==> config.mk <==
export PLATFORM = sky130hd
export DESIGN_NAME = rainbow_scroll_gen_flat
export DESIGN_NICKNAME = d
export VERILOG_FILES = /design/src/rtl/rainbow_scroll_gen_if.sv /design/src/rtl/rainbow_scroll_gen.sv /design/src/flat_wrapper.sv
export SDC_FILE = /design/constraint.sdc
export NUM_CORES = 1
export LEC_CHECK = 0
export BUFFER_PORTS_ARGS = -buffer_cell sky130_fd_sc_hd__clkbuf_2
export CAP_MARGIN = 20
export CORE_AREA = 2 2 63 65
export DETAILED_ROUTE_END_ITERATION = 8
export DIE_AREA = 0 0 65 67
export GPL_ROUTABILITY_DRIVEN = 0
export PLACE_DENSITY = 0.72
export RECOVER_POWER = 100
export SYNTH_ARGS = -nofsm -noshare
export SYNTH_HDL_FRONTEND = slang
export SYNTH_SLANG_ARGS = --single-unit
export TNS_END_PERCENT = 50
==> constraint.sdc <==
create_clock -name clk -period 2.05 [get_ports clk]
set_clock_uncertainty 0.1 [all_clocks]
set_input_delay 0.1025 -clock clk [delete_from_list [all_inputs] [get_ports clk]]
set_output_delay 0.1025 -clock clk [all_outputs]
set_load 0.02 [all_outputs]
==> src/rtl/rainbow_scroll_gen_if.sv <==
// ============================================================================
// Module : rainbow_scroll_gen_if
// Desc   : Pixel, colour-ROM and status signals of the rainbow scroll stage.
// Rev    : 1.0  initial release
// ============================================================================
`default_nettype none

interface rainbow_scroll_gen_if;
  logic [9:0]  pixel_x;
  logic [9:0]  pixel_y;
  logic        video_on;
  logic        frame_tick;
  logic        mode_btn;
  logic [4:0]  rom_addr;
  logic [11:0] rom_data;
  logic [11:0] rgb;
  logic [1:0]  mode;

  // Environment side: sync generator, button, colour ROM and RGB sink.
  modport master (
    output pixel_x, pixel_y, video_on, frame_tick, mode_btn, rom_data,
    input  rom_addr, rgb, mode
  );

  modport slave (
    input  pixel_x, pixel_y, video_on, frame_tick, mode_btn, rom_data,
    output rom_addr, rgb, mode
  );
endinterface

`default_nettype wire

==> src/rtl/rainbow_scroll_gen.sv <==
// ============================================================================
// Module : rainbow_scroll_gen
// Desc   : Scrolling rainbow pixel stage; maps pixel to ROM address, blanks
//          the returned colour. Define RAINBOW_DIAGONAL_EN for diagonal bands.
// Rev    : 1.0  initial release
// ============================================================================
`default_nettype none

module rainbow_scroll_gen #(
  parameter int unsigned BAND_SHIFT = 4,
  parameter int unsigned SPEED_DIV  = 2
) (
  input  wire logic            clk,
  input  wire logic            reset,
  rainbow_scroll_gen_if.slave  bus
);

  localparam logic [1:0] SCROLL_RIGHT = 2'b00;
  localparam logic [1:0] SCROLL_LEFT  = 2'b01;
  localparam logic [1:0] PAUSED       = 2'b10;
  localparam logic [7:0] DIV_LAST     = 8'(SPEED_DIV - 1);

  logic [1:0]  state_q, state_d;
  logic [7:0]  div_q, div_d;
  logic [4:0]  offset_q, offset_d;
  logic [4:0]  rom_addr_q, rom_addr_d;
  logic        von_d1_q, von_d1_d;
  logic        von_d2_q, von_d2_d;
  logic [11:0] rgb_q, rgb_d;
  logic [1:0]  mode_o;

  logic [9:0]  band_x;
  logic [9:0]  addr_sum;
  logic        scroll_right;
  logic        scroll_left;
  logic        unused_sum_hi;

  always_ff @(posedge clk) begin
    if (reset) begin
      state_q    <= SCROLL_RIGHT;
      div_q      <= '0;
      offset_q   <= '0;
      rom_addr_q <= '0;
      von_d1_q   <= 1'b0;
      von_d2_q   <= 1'b0;
      rgb_q      <= '0;
    end else begin
      state_q    <= state_d;
      div_q      <= div_d;
      offset_q   <= offset_d;
      rom_addr_q <= rom_addr_d;
      von_d1_q   <= von_d1_d;
      von_d2_q   <= von_d2_d;
      rgb_q      <= rgb_d;
    end
  end

  always_comb begin
    state_d = state_q;
    case (state_q)
      SCROLL_RIGHT: if (bus.mode_btn) state_d = SCROLL_LEFT;
      SCROLL_LEFT:  if (bus.mode_btn) state_d = PAUSED;
      PAUSED:       if (bus.mode_btn) state_d = SCROLL_RIGHT;
      default:      state_d = bus.mode_btn ? SCROLL_LEFT : SCROLL_RIGHT;
    endcase
  end

  always_comb begin
    mode_o = (state_q == 2'b11) ? SCROLL_RIGHT : state_q;
  end

  assign bus.mode = mode_o;

  // The step is decided from the current state, even when a mode change
  // lands on the same edge; a paused or entering-paused divider reads zero.
  always_comb begin
    scroll_right = (state_q == SCROLL_RIGHT) || (state_q == 2'b11);
    scroll_left  = (state_q == SCROLL_LEFT);
    div_d        = div_q;
    offset_d     = offset_q;
    if (bus.frame_tick && (scroll_right || scroll_left)) begin
      if (div_q == DIV_LAST) begin
        div_d    = '0;
        offset_d = scroll_right ? offset_q + 5'd1 : offset_q - 5'd1;
      end else begin
        div_d    = div_q + 8'd1;
      end
    end
    if (state_d == PAUSED) begin
      div_d = '0;
    end
  end

`ifdef RAINBOW_DIAGONAL_EN
  logic [9:0] band_y;

  always_comb begin
    band_x   = bus.pixel_x >> BAND_SHIFT;
    band_y   = bus.pixel_y >> BAND_SHIFT;
    addr_sum = band_x + band_y + {5'b0, offset_q};
  end
`else
  logic unused_pixel_y;

  assign unused_pixel_y = ^bus.pixel_y;

  always_comb begin
    band_x   = bus.pixel_x >> BAND_SHIFT;
    addr_sum = band_x + {5'b0, offset_q};
  end
`endif

  assign unused_sum_hi = ^addr_sum[9:5];

  // video_on is delayed twice so it lines up with rom_data at the rgb stage.
  always_comb begin
    rom_addr_d = addr_sum[4:0];
    von_d1_d   = bus.video_on;
    von_d2_d   = von_d1_q;
    rgb_d      = von_d2_q ? bus.rom_data : 12'h000;
  end

  assign bus.rom_addr = rom_addr_q;
  assign bus.rgb      = rgb_q;

endmodule

`default_nettype wire

==> src/flat_wrapper.sv <==
// flat-port wrapper written by rule: the top's interface ports become plain ports
module rainbow_scroll_gen_flat 
#(
  parameter int unsigned BAND_SHIFT = 4,
  parameter int unsigned SPEED_DIV  = 2
)
  (clk, reset, bus_pixel_x, bus_pixel_y, bus_video_on, bus_frame_tick, bus_mode_btn, bus_rom_data, bus_rom_addr, bus_rgb, bus_mode);
  rainbow_scroll_gen_if bus_i ();
  input  wire logic clk;
  input  wire logic reset;
  input wire logic [$bits(bus_i.pixel_x)-1:0] bus_pixel_x;
  input wire logic [$bits(bus_i.pixel_y)-1:0] bus_pixel_y;
  input wire logic [$bits(bus_i.video_on)-1:0] bus_video_on;
  input wire logic [$bits(bus_i.frame_tick)-1:0] bus_frame_tick;
  input wire logic [$bits(bus_i.mode_btn)-1:0] bus_mode_btn;
  input wire logic [$bits(bus_i.rom_data)-1:0] bus_rom_data;
  output wire logic [$bits(bus_i.rom_addr)-1:0] bus_rom_addr;
  output wire logic [$bits(bus_i.rgb)-1:0] bus_rgb;
  output wire logic [$bits(bus_i.mode)-1:0] bus_mode;
  assign bus_i.pixel_x = bus_pixel_x;
  assign bus_i.pixel_y = bus_pixel_y;
  assign bus_i.video_on = bus_video_on;
  assign bus_i.frame_tick = bus_frame_tick;
  assign bus_i.mode_btn = bus_mode_btn;
  assign bus_i.rom_data = bus_rom_data;
  assign bus_rom_addr = bus_i.rom_addr;
  assign bus_rgb = bus_i.rgb;
  assign bus_mode = bus_i.mode;
  rainbow_scroll_gen #(.BAND_SHIFT(BAND_SHIFT), .SPEED_DIV(SPEED_DIV)) u_core (.clk(clk), .reset(reset), .bus(bus_i));
endmodule
### Word-level counts from Yosys, hierarchy flattened

Index checks and enable logic that the tools add are counted.

* flip-flop bits (word level): 34
* input bits: 37
* output and inout bits: 19
* word-level logic and storage cells: 32

* $add $sub $neg: 4
* equal/unequal tests: 5
* mux-type cells: 8
* bitwise gates (word level): 1
* reductions and logical operators: 7

Operators by type and width (number)
* $add 8x1->8 const B: 1
* $eq 8x1->1 const B: 1
* $mux 2: 4
* $mux 8: 1
* $eq 2x2->1 const B: 3
* $pmux 2 s3: 1
* $add 5x1->5 const B: 1
* $add 5x5->5: 1
* $mux 5: 1
* $sub 5x1->5 const B: 1
* $reduce_or 2->1: 2
* $eq 2x1->1 const B: 1
* $logic_not 2->1: 1
* $logic_or 1x1->1: 2
* $reduce_and 2->1: 1
* $logic_and 1x1->1: 1
* $mux 1: 1
* $not 1->1: 1

### Depth between registers and ports, before layout

* depth in word-level cells: 5
* gate-level depth with buffers: 8

### Least setup slack after synthesis

OpenSTA, ideal clock, no wires.

* kind: flip-flop to flip-flop
* from: register u_core.state_q[0]
* to: register u_core.offset_q[4]
* data arrival time: 1955 ps
* path slack: -73 ps
* cell stages (with the launch flop): 9
* path buffers: 0
* path through: dfxtp_1 inv_1 ha_1 xor2_1 ha_1 nor4_1 o21ai_0 or4_1 o21ai_1

* word-level cells in the longest chain between the ends: 5
* elaborated cells between the ends (all ways): 8
* those cells by class: eq/ne: 2; mux: 1; reduce/logical: 5

Ends and longest elaborated chain
* from (decl): RTL line rainbow_scroll_gen.sv:23 `logic [1:0] state_q, state_d;`
* from (signal assigned): RTL line rainbow_scroll_gen.sv:48 `state_q <= state_d;`
* $eq 2x2->1 or $logic_not 2->1 (tied branches): RTL line rainbow_scroll_gen.sv:77 `scroll_right = (state_q == SCROLL_RIGHT) || (state_q == 2'b11);`
* $logic_or 1x1->1: RTL line rainbow_scroll_gen.sv:77
* $logic_or 1x1->1: RTL line rainbow_scroll_gen.sv:81 `if (bus.frame_tick && (scroll_right || scroll_left)) begin`
* $logic_and 1x1->1: RTL line rainbow_scroll_gen.sv:81
* $reduce_and 2->1 (no source line)
* to (signal assigned): RTL line rainbow_scroll_gen.sv:50 `offset_q <= offset_d;`
* to (decl): RTL line rainbow_scroll_gen.sv:25 `logic [4:0] offset_q, offset_d;`

Several ways; a longest one is shown, not always the timed one.
A chain may end at the register's enable or synchronous reset.

### Worst setup path after layout

Ends and elaborated chain as after synthesis.

==> summary.md <==
| Metric | Value |
|---|---|
| Outcome | `complete, no violations` |
| Count of final hold-check violations | `0` |
| Worst reg-to-reg path cell count | `8` |
| Yosys warning total | `0` |
| Synthesized Nets | `209` |
| Initial DRC count | `73` |
| Clock Path Buffers | `2` |
| Post-Synth Simple-Gate Area | `0.226` |
| Max-cap violations | `0` |
| Nets | `271` |
| Crit path time final | `1.94 ns` |
| Final HPWL DP | `2120 um` |
| Hold crit path type | `input pin to register` |
| Unique masters post-synth | `37` |
| Fraction of the mapped netlist area in compound gates | `0.102` |
| Via density | `4.71` |
| Leakage power | `0.858 nW` |
| R2r setup slk | `0.11 ns` |
| # clock sinks | `34` |
| Post-synth top area share | `0.443` |
| Multiplexer share of the synthesized area | `0.0130` |
| Hold path depth | `4` |
| Clock network latency to the later pin of the worst-skew pair | `0.28 ns` |
| Worst hold start | `bus_pixel_x[8]` |
| Hold Path Sink | `u_core.bus.rom_addr[4]` |
| Max_slew headroom | `0.613` |
| Num CTS Buffers | `5` |
| Tightest Pin Transition | `0.580 ns` |
| CTS Root Buffer Type | `clkbuf_8` |
| Final count of negative-setup-slack endpoints | `0` |
| Sequential-to-total area share from yosys stat | `0.443` |
| Largest net degree at the start of global routing | `19` |
| Post-CTS Setup Inserts | `0` |
| Initial antenna violation count | `0` |
| DRC Markers | `0` |
| Slew Viols, Final | `0` |
| CP Max Fanout | `5` |
| Mapped Cells | `158` |
| Largest family of logic cells by synthesized area | `simple AND/OR/NAND/NOR gates` |
| CTS clk-pin slew, worst paths | `0.07 ns` |
| Layout Utilization | `0.568` |
| Top post-synthesis cells by area | `dfxtp_1 44%, ha_1 11%, and2_1 4.9%, xor2_1 4.6%, nor2_1 3.9%` |
| Overflow after GRT | `0` |
| Post-route setup TNS | `0 ns` |
| CTS tree | `yes` |
| Pwr dens | `737 nW/um^2` |
| Vias post-DR | `1266` |
| Worst r2r src | `u_core.state_q[0]` |
| Post-synthesis adder-cell area fraction | `0.119` |
| R2R Path End | `u_core.offset_q[4]` |
| Most common cell after layout, fill and taps aside | `dfxtp_1` |
| Maximum vdd ir drop | `0.449 mV` |
| Core ar. | `3610 um^2` |
| Area delta synth->final | `33.3%` |
| Critical Path AT | `2.06 ns` |
| Die Y-Extent | `67 um` |
| GRT Total Usage | `0.166` |
| Post-Syn Area | `1540 um^2` |
| Antenna Cells | `0` |
| Rows | `22` |
| Kind of critical path | `register to register` |
| Seq cells post-synth | `34` |
| Worst slack, placed | `0.0376 ns` |
| Area of the die | `4360 um^2` |
| Setup ws final | `0.110 ns` |
| Chip Width | `65 um` |
| Share of layout cells above drive strength 1 | `0.204` |
| Setup crit start kind | `register` |
| Mean Syn Cell Area | `9.73 um^2` |
| Commonest non-fill, non-tap cells in the layout | `32 x dfxtp_1, 21 x clkbuf_2, 19 x clkbuf_1` |
| Critical path required time | `2.17 ns` |
| DRT Pass-1 Iters | `4` |
| Synth area leader | `dfxtp_1` |
| Final ANT Viol Nets | `0` |
| Drt wl/cell | `11.7 um` |
| Max Freq | `0.516 GHz` |
| Post-Route WL | `3160 um` |
| IO Port Bufs | `40` |
| RSZ-0062 raised after global routing | `true` |
| Element type at the critical path end | `register` |
| Post-Synth XOR/XNOR Area | `0.0627` |
| # IOs | `56` |
| First-pass GRT wire length | `5400 um` |
| Initial core utilization | `0.426` |
| Htree depth | `2` |
| Number of global-route vias before repair | `1240` |
| Period utilization | `0.946` |
-- final cells by class --
class | instances | area (um^2)
clock inverters | 2 | 12.5
inverters | 9 | 33.8
clock buffers | 6 | 82.6
repair buffers | 60 | 359
fillers | 329 | 1560
well taps | 48 | 60.1
flip-flops and latches | 34 | 683
multi-input cells | 110 | 818
-- how the worst max path moves through the flow --
stage,startpoint,endpoint,cells after the start
2_1_floorplan,u_core.state_q[0],u_core.offset_q[4],8
3_3_place_gp,u_core.state_q[0],u_core.offset_q[4],8
3_5_place_dp,u_core.state_q[0],u_core.offset_q[4],8
4_1_cts,u_core.state_q[0],u_core.offset_q[4],8
5_1_grt,u_core.state_q[0],u_core.offset_q[4],8
6_report,u_core.state_q[0],u_core.offset_q[4],8
-- state kept, by name, indices dropped and copies added, names as in the netlist --
name and count:
u_core.von_d1_q 1, u_core.bus.rom_addr 5, u_core.offset_q 5, u_core.bus.rgb 12
u_core.von_d2_q 1, u_core.div_q 8, u_core.state_q 2
-- metrics by stage --
stage | power (mW) | std cells | hold slack, ns | area (um^2)
global route | 1.59 | 269 | 0.0559 | 2050
global placement | 0.990 | 248 | 0.203 | 1840
detailed placement | 0.993 | 248 | 0.206 | 1840
CTS | 1.53 | 269 | 0.0237 | 2070
finish | 1.51 | 269 | 0.0291 | 2050
floorplan | 0.903 | 158 | 0.124 | 1550
-- power breakdown --
group | internal [mW] | switching, mW | total (mW)
registers | 0.691 | 0.0189 | 0.710
logic | 0.144 | 0.143 | 0.287
clock network | 0.270 | 0.244 | 0.514
total | 1.10 | 0.406 | 1.51
-- cells by family (layout without fill, tap and decap cells) --
family,Yosys count,count (layout)
DFF,34,34
buffers and inverters,14,77
and+or+nand+nor,58,58
AOI/OAI and AO/OA,25,25
muxes,2,2
adders and majority gates,14,14
xor gates and xnor gates,11,11
-- cell usage after synthesis --
cell type / number
ha_1: 13
and2b_1: 1
nand4_1: 3
xor2_1: 8
o21ai_0: 5
nor2b_1: 7
o21a_1: 1
nand3_2: 1
nand2_1: 3
nor4_1: 2
and3_2: 1
fa_1: 1
o21ai_1: 2
and2_1: 12
nor3_2: 1
dfxtp_1: 34
a311o_1: 1
and3_1: 1
a31oi_1: 1
mux2i_1: 2
inv_1: 9
clkbuf_1: 4
a21o_1: 1
xnor2_1: 3
buf_2: 1
nor3b_1: 1
and4b_1: 1
o21bai_1: 2
nand2b_1: 3
nor4b_4: 1
nor3_1: 1
a21oi_1: 7
nor2_1: 16
a211oi_1: 4
or3_1: 2
a221o_1: 1
or4_1: 1
-- critical path, stage by stage (launching register included) --
cell	delay (ns)
dfxtp_2	0.32
inv_1	0.06
ha_4	0.29
xor2_1	0.16
ha_2	0.22
a311o_1	0.17
o21ai_1	0.07
or4_1	0.40
o21ai_1	0.08
-- routing by layer --
| layer | share of wire | global-route usage | up-vias |
|---|---|---|---|
| li1 | - | - | 655 |
| met1 | 0.45 | 0.196 | 584 |
| met2 | 0.50 | 0.271 | 22 |
| met3 | 0.039 | 0.0591 | 5 |
| met4 | 0.015 | 0.0718 | 0 |
| met5 | 0 | 0 | - |
-- timing repair --
action,4_1_cts,5_1_grt
endpoints found under the hold margin,13,0
resized for setup,0,5
setup endpoints to repair,0,1
hold buffers,13,0
Note: power is estimated with default switching activity, not from simulation.
